--- src/rtl/mdu_seq.sv ---
`default_nettype none
// ============================================================================
// Module      : mdu_seq
// Description : EXE-stage multiply/divide sequencer. Stalls the pipeline,
//               drives the divider IP handshake and issues one HI/LO write.
//               Optional macro MDU_MUL_PIPE_EN splits the multiply in two.
// Revision    : 1.0 - initial release
// ============================================================================
module mdu_seq #(
    parameter int TIMEOUT = 64
) (
    input  logic        clk,
    input  logic        reset,
    input  logic        op_valid,
    input  logic [1:0]  op_kind,
    input  logic [31:0] op_src1,
    input  logic [31:0] op_src2,
    input  logic        flush,
    input  logic        ms_allowin,
    output logic        es_stop,
    output logic        div_tvalid,
    output logic        divu_tvalid,
    output logic [31:0] div_src1,
    output logic [31:0] div_src2,
    input  logic        div_dout_tvalid,
    input  logic [63:0] div_dout_tdata,
    input  logic        divu_dout_tvalid,
    input  logic [63:0] divu_dout_tdata,
    output logic [1:0]  hl_we,
    output logic [31:0] h_wdata,
    output logic [31:0] l_wdata,
    output logic        done,
    output logic        busy,
    output logic        err_timeout
);

    localparam int                 c_CNT_W    = $clog2(TIMEOUT + 1);
    localparam logic [c_CNT_W-1:0] c_CNT_LAST = c_CNT_W'(TIMEOUT - 1);

    localparam logic [2:0] c_IDLE      = 3'd0;
    localparam logic [2:0] c_MUL       = 3'd1;
    localparam logic [2:0] c_DIV_ISSUE = 3'd3;
    localparam logic [2:0] c_DIV_WAIT  = 3'd4;
    localparam logic [2:0] c_DONE      = 3'd5;
`ifdef MDU_MUL_PIPE_EN
    localparam logic [2:0] c_MUL2      = 3'd2;
    localparam logic [2:0] c_MUL_NEXT  = c_MUL2;
`else
    localparam logic [2:0] c_MUL_NEXT  = c_DONE;
`endif

    logic [2:0]         r_state;
    logic               r_uns;
    logic [31:0]        r_src1;
    logic [31:0]        r_src2;
    logic [c_CNT_W-1:0] r_cnt;
    logic               r_drain;
    logic               r_err;
    logic               r_first;
    logic               r_wr;
    logic [31:0]        r_hi;
    logic [31:0]        r_lo;

    logic [2:0]  w_next;
    logic        w_accept;
    logic        w_resp;
    logic        w_any_dout;
    logic        w_es_stop;
    logic        w_wr;
    logic        w_set_drain;
    logic        w_set_err;
    logic        w_capture;
    logic        w_done;
    logic [63:0] w_div_data;
    logic [63:0] w_a64;
    logic [63:0] w_b64;

    // A div waiting behind a stale in-flight response must not be issued.
    assign w_accept   = (r_state == c_IDLE) & op_valid & ~flush & ~(r_drain & op_kind[1]);
    assign w_resp     = r_uns ? divu_dout_tvalid : div_dout_tvalid;
    assign w_any_dout = div_dout_tvalid | divu_dout_tvalid;
    assign w_div_data = r_uns ? divu_dout_tdata : div_dout_tdata;

    // Sign/zero extension lets one 64-bit product serve both MULT and MULTU.
    assign w_a64 = {{32{~r_uns & r_src1[31]}}, r_src1};
    assign w_b64 = {{32{~r_uns & r_src2[31]}}, r_src2};

    always_comb begin
        w_next      = r_state;
        w_es_stop   = 1'b0;
        w_wr        = 1'b0;
        w_set_drain = 1'b0;
        w_set_err   = 1'b0;
        w_capture   = 1'b0;
        case (r_state)
            c_IDLE: begin
                w_es_stop = op_valid & ~flush;
                if (w_accept) begin
                    if (!op_kind[1])
                        w_next = c_MUL;
                    else if (op_src2 == 32'd0)
                        w_next = c_DONE;
                    else
                        w_next = c_DIV_ISSUE;
                end
            end
            c_MUL: begin
                w_es_stop = 1'b1;
                w_wr      = 1'b1;
                w_next    = flush ? c_IDLE : c_MUL_NEXT;
            end
`ifdef MDU_MUL_PIPE_EN
            c_MUL2: begin
                w_es_stop = 1'b1;
                w_wr      = 1'b1;
                w_next    = flush ? c_IDLE : c_DONE;
            end
`endif
            c_DIV_ISSUE: begin
                // The IP already saw tvalid, so a flush here leaves a response in flight.
                w_es_stop   = 1'b1;
                w_set_drain = flush;
                w_next      = flush ? c_IDLE : c_DIV_WAIT;
            end
            c_DIV_WAIT: begin
                w_es_stop = 1'b1;
                if (flush) begin
                    w_set_drain = ~w_resp;
                    w_next      = c_IDLE;
                end else if (w_resp) begin
                    w_wr      = 1'b1;
                    w_capture = 1'b1;
                    w_next    = c_DONE;
                end else if (r_cnt == c_CNT_LAST) begin
                    w_set_err   = 1'b1;
                    w_set_drain = 1'b1;
                    w_next      = c_DONE;
                end
            end
            c_DONE: begin
                if (ms_allowin)
                    w_next = c_IDLE;
            end
            default: w_next = c_IDLE;
        endcase
    end

    always_ff @(posedge clk or posedge reset) begin
        if (reset) begin
            r_state <= c_IDLE;
            r_uns   <= 1'b0;
            r_src1  <= 32'd0;
            r_src2  <= 32'd0;
            r_cnt   <= '0;
            r_drain <= 1'b0;
            r_err   <= 1'b0;
            r_first <= 1'b0;
            r_wr    <= 1'b0;
        end else begin
            r_state <= w_next;
            if (w_accept) begin
                r_uns  <= op_kind[0];
                r_src1 <= op_src1;
                r_src2 <= op_src2;
            end
            r_cnt <= (r_state == c_DIV_WAIT) ? r_cnt + 1'b1 : '0;
            if (w_set_drain)
                r_drain <= 1'b1;
            else if (w_any_dout)
                r_drain <= 1'b0;
            if (w_set_err)
                r_err <= 1'b1;
            r_first <= (w_next == c_DONE) && (r_state != c_DONE);
            if ((w_next == c_DONE) && (r_state != c_DONE))
                r_wr <= w_wr;
        end
    end

`ifdef MDU_MUL_PIPE_EN
    logic [63:0] r_pp_lo;
    logic [47:0] r_pp_hi;
    logic [63:0] w_pp_lo;
    logic [47:0] w_pp_hi;

    // Only the low 48 bits of the upper partial product survive the 16-bit shift.
    assign w_pp_lo = w_a64 * {48'd0, w_b64[15:0]};
    assign w_pp_hi = w_a64[47:0] * w_b64[63:16];

    always_ff @(posedge clk or posedge reset) begin
        if (reset) begin
            r_pp_lo <= 64'd0;
            r_pp_hi <= 48'd0;
            r_hi    <= 32'd0;
            r_lo    <= 32'd0;
        end else begin
            if (r_state == c_MUL) begin
                r_pp_lo <= w_pp_lo;
                r_pp_hi <= w_pp_hi;
            end
            if (r_state == c_MUL2)
                {r_hi, r_lo} <= r_pp_lo + {r_pp_hi, 16'd0};
            else if (w_capture)
                {r_hi, r_lo} <= {w_div_data[31:0], w_div_data[63:32]};
        end
    end
`else
    logic [63:0] w_prod;

    assign w_prod = w_a64 * w_b64;

    always_ff @(posedge clk or posedge reset) begin
        if (reset) begin
            r_hi <= 32'd0;
            r_lo <= 32'd0;
        end else begin
            if (r_state == c_MUL)
                {r_hi, r_lo} <= w_prod;
            else if (w_capture)
                {r_hi, r_lo} <= {w_div_data[31:0], w_div_data[63:32]};
        end
    end
`endif

    assign w_done      = (r_state == c_DONE) & r_first;
    assign done        = w_done;
    assign hl_we       = {2{w_done & r_wr}};
    assign es_stop     = w_es_stop;
    assign busy        = (r_state != c_IDLE);
    assign err_timeout = r_err;
    assign div_tvalid  = (r_state == c_DIV_ISSUE) & ~r_uns;
    assign divu_tvalid = (r_state == c_DIV_ISSUE) & r_uns;
    assign div_src1    = r_src1;
    assign div_src2    = r_src2;
    assign h_wdata     = r_hi;
    assign l_wdata     = r_lo;

endmodule
`default_nettype wire
--- config.mk ---
export PLATFORM = sky130hd
export DESIGN_NAME = mdu_seq
export DESIGN_NICKNAME = d
export VERILOG_FILES = /design/src/rtl/mdu_seq.sv
export SDC_FILE = /design/constraint.sdc
export NUM_CORES = 2
export LEC_CHECK = 0
export ABC_AREA = 1
export ABC_CLOCK_PERIOD_IN_PS = 8700
export BUFFER_PORTS_ARGS = -buffer_cell sky130_fd_sc_hd__buf_2
export CORE_MARGIN = 2
export CORE_UTILIZATION = 30
export CTS_BUF_LIST = sky130_fd_sc_hd__clkbuf_2
export CTS_CLUSTER_DIAMETER = 30
export DETAILED_ROUTE_END_ITERATION = 8
export GPL_TIMING_DRIVEN = 0
export PLACE_DENSITY_LB_ADDON = 0.12
export SLEW_MARGIN = 10
export SYNTH_ARGS = -nofsm -noshare
export SYNTH_HDL_FRONTEND = slang
export SYNTH_SLANG_ARGS = --single-unit
--- constraint.sdc ---
create_clock -name clk -period 8.7 [get_ports clk]
set_input_delay 1.74 -clock clk [delete_from_list [all_inputs] [get_ports clk]]
set_output_delay 1.74 -clock clk [all_outputs]
set_load 0.01 [all_outputs]
==> run metrics <==
row count=around 140; type of the most critical hold path=input port to async pin; most frequent standard cell in the layout excluding fill and tap cells=nand2_1; Net count, final=between 7,000 and 8,000; Post-route DRC=0; Max Cap Violations=0; post-detailed-routing wire length=around 210 mm; drt first-iter violations=3,164; post-synthesis instance area=0.0468 sq mm; number of detailed-route iterations in the first pass=5; area growth from synthesis to final layout=10.5%; post-synth cell types=55; Post-CTS Hold Fix Bufs=0; number of cells produced by synthesis=around 5,900; worst-path cell chain=buf_2, clkdlybuf4s15_1, nand2_1, fa_1, fa_1, inv_1, fa_1, fa_1, fa_1, fa_1, fa_1, inv_1, fa_1, inv_1, ha_1, a21oi_1, o21ai_0, a21oi_1, o21ai_0, a21oi_1, nand2_1, nand2_1, nand3_1, a21oi_1; DRT antenna net count=0; count of flip-flops with a built-in enable after synthesis=0; most used flip-flop cell after synthesis=dfrtp_1; Worst Tran Pin Value=around 1.3 ns; area of the die=between 0.15 and 0.2 sq mm; Buffers on Ports=about 340; minimum hold slack=about 0.47 ns; Final Wtd Congestion=0.970; final hold violations=0; syn avg cell area=between 7 and 8 sq um; Detailed Place HPWL=between 150 and 200 mm; RR Endpoint=h_wdata[24]; Largest stage delay, worst path=about 0.9 ns; result of the run=complete, no violations; async set-reset flop share out of synthesis=1.00; clock tree root driver cell=clkbuf_2; sequential cell area fraction in the yosys report=0.0765; GRT Residual Overflow=0; maximum number of pins on one net before global-route repair=100; worst setup path start=div_src2[31]; Fmax achieved=between 0.1 and 0.15 GHz; Slew Viols, Final=0; skew final=0.162 ns; count of H-tree levels built during CTS=4; Most common cell on crit path=fa_1; critical path class=flop to flop; register-to-register setup slack=around 0.14 ns; RR Startpoint=div_src2[31]; clock buffer depth=2; initial antenna violation count=15; crit path max fanout=10; clock buffers created by TritonCTS=17; cell count of the worst reg-to-reg path=24; layout cell share with drive strength beyond 1=0.100; TritonCTS clock tree=yes; IO Count=between 300 and 400; Critical Path Start Type=flop; Critical Path End Type=flop; flops & latches, synth=between 100 and 150; Slowest cell on crit path=clkdlybuf4s15_1; post-synth net total=about 7,500; average detailed-routed wire length per instance=roughly 25 um; starting density of the core=0.303; # clock sinks=143; WP data required=between 9 and 10 ns; Worst-path clk slew=around 0.43 ns; GR Util All Layers=0.269; commonest cells after routing, fill and taps aside=nand2_1 (1,653), inv_1 (1,631), fa_1 (1,119); number of synthesis warnings=0; vias in the first global route=41,900; clock latency reported for the late side of the worst-skew pair=1.24 ns; time the final worst path needs with I/O delays and setup=approximately 8.6 ns; routed via count=between 30,000 and 40,000; Data arrival, critical path=9.66 ns; number of setup violations in the final report=0; routed vias/inst=~4.7; die height=399 um; Die X-Extent=around 400 um; total core area=about 0.15 sq mm; Max-slew headroom=0.129; wire length of the first global-routing pass=around 300 mm; fin crit share=0.984
worst max-delay path, delay by kind of cell (launching register included):
| kind | cells | cell delay, ns |
|---|---|---|
| flip-flops | 1 | 0.43 |
| adder cells (fa/ha/maj) | 9 | 4.53 |
| AND/OR/NAND/NOR | 4 | 0.44 |
| buffers and inverters | 5 | 1.43 |
| AO/OA/AOI/OAI | 6 | 1.62 |
cells in the mapped netlist, types with 19 or more instances:
| library cell | count | area, sq um |
|---|---|---|
| nand4_1 | 27 | 169 |
| fa_1 | 1125 | 22500 |
| dfrtp_1 | 143 | 3580 |
| a21oi_1 | 124 | 621 |
| clkbuf_1 | 270 | 1010 |
| inv_1 | 1641 | 6160 |
| buf_1 | 19 | 71.3 |
| nand3_1 | 125 | 626 |
| nand2_1 | 1653 | 6200 |
| o21ai_0 | 133 | 666 |
| ha_1 | 213 | 2670 |
| nor2_1 | 298 | 1120 |
worst max path at each step:
stage                             end  slack, ns  depth (start not counted)
after floorplan           h_wdata[31]       1.05                         26
after global placement    h_wdata[28]      -1.94                         32
after detailed placement  h_wdata[28]      -1.85                         32
after CTS                 h_wdata[28]      0.007                         27
after global routing      h_wdata[31]      -0.02                         29
final                     h_wdata[24]       0.14                         24
cell families after synthesis:
| group | synth area share |
|---|---|
| AND/OR/NAND/NOR | 0.183 |
| AO/OA/AOI/OAI | 0.0407 |
| XOR/XNOR | 0.00187 |
| flip-flops | 0.0765 |
| multiplexers | 0.000214 |
| adder cells (fa/ha/maj) | 0.539 |
| buffers and inverters | 0.159 |
registers in the layout, summed over array words and instances (netlist names), 3 cells and up:
| name | count |
|---|---|
| div_src1 | 32 |
| div_src2 | 32 |
| l_wdata | 32 |
| h_wdata | 32 |
| r_state | 3 |
| r_cnt | 7 |
area by class of cell:
class                           instances  area (sq um)
Multi-Input combinational cell       3838         35800
Timing Repair Buffer                  350          1830
Clock inverter                         15           148
Buffer                                283          1350
Antenna cell                           11          27.5
Tap cell                             2044          2560
Inverter                             1654          6250
Clock buffer                           17          85.1
Sequential cell                       143          3600
Fill cell                           17000        103000
layer usage:
layer  GRT usage  vias up  share of wire
met5           0        -       0.000053
met4      0.0680        2          0.030
met3      0.0460      183          0.076
met2       0.424     1295           0.45
met1       0.383    20500           0.44
li1            -    17500              -
stage by stage:
step / instance area [sq um] / worst slack [ns] / cells / utilization / TNS (ns)
final: 51700 / 0.143 / 8355 / 0.335 / 0
after global routing: 51600 / -0.0200 / 8348 / 0.334 / -0.0290
after CTS: 51500 / 0.00658 / 8357 / 0.333 / 0
after detailed placement: 51100 / -1.85 / 8328 / 0.331 / -37.28
after global placement: 51000 / -1.94 / 8326 / 0.330 / -41.80
after floorplan: 46800 / 1.05 / 5946 / - / 0
timing repair:
item | in CTS | in global routing
pin swaps | 2 | 0
endpoints found under the setup margin | 40 | 38
buffers inserted | 9 | 3
resized for setup | 70 | 221
Power is left out: the tool's default activity adds up to more than one toggle a clock period on the data nets, which glitch-free logic cannot reach.
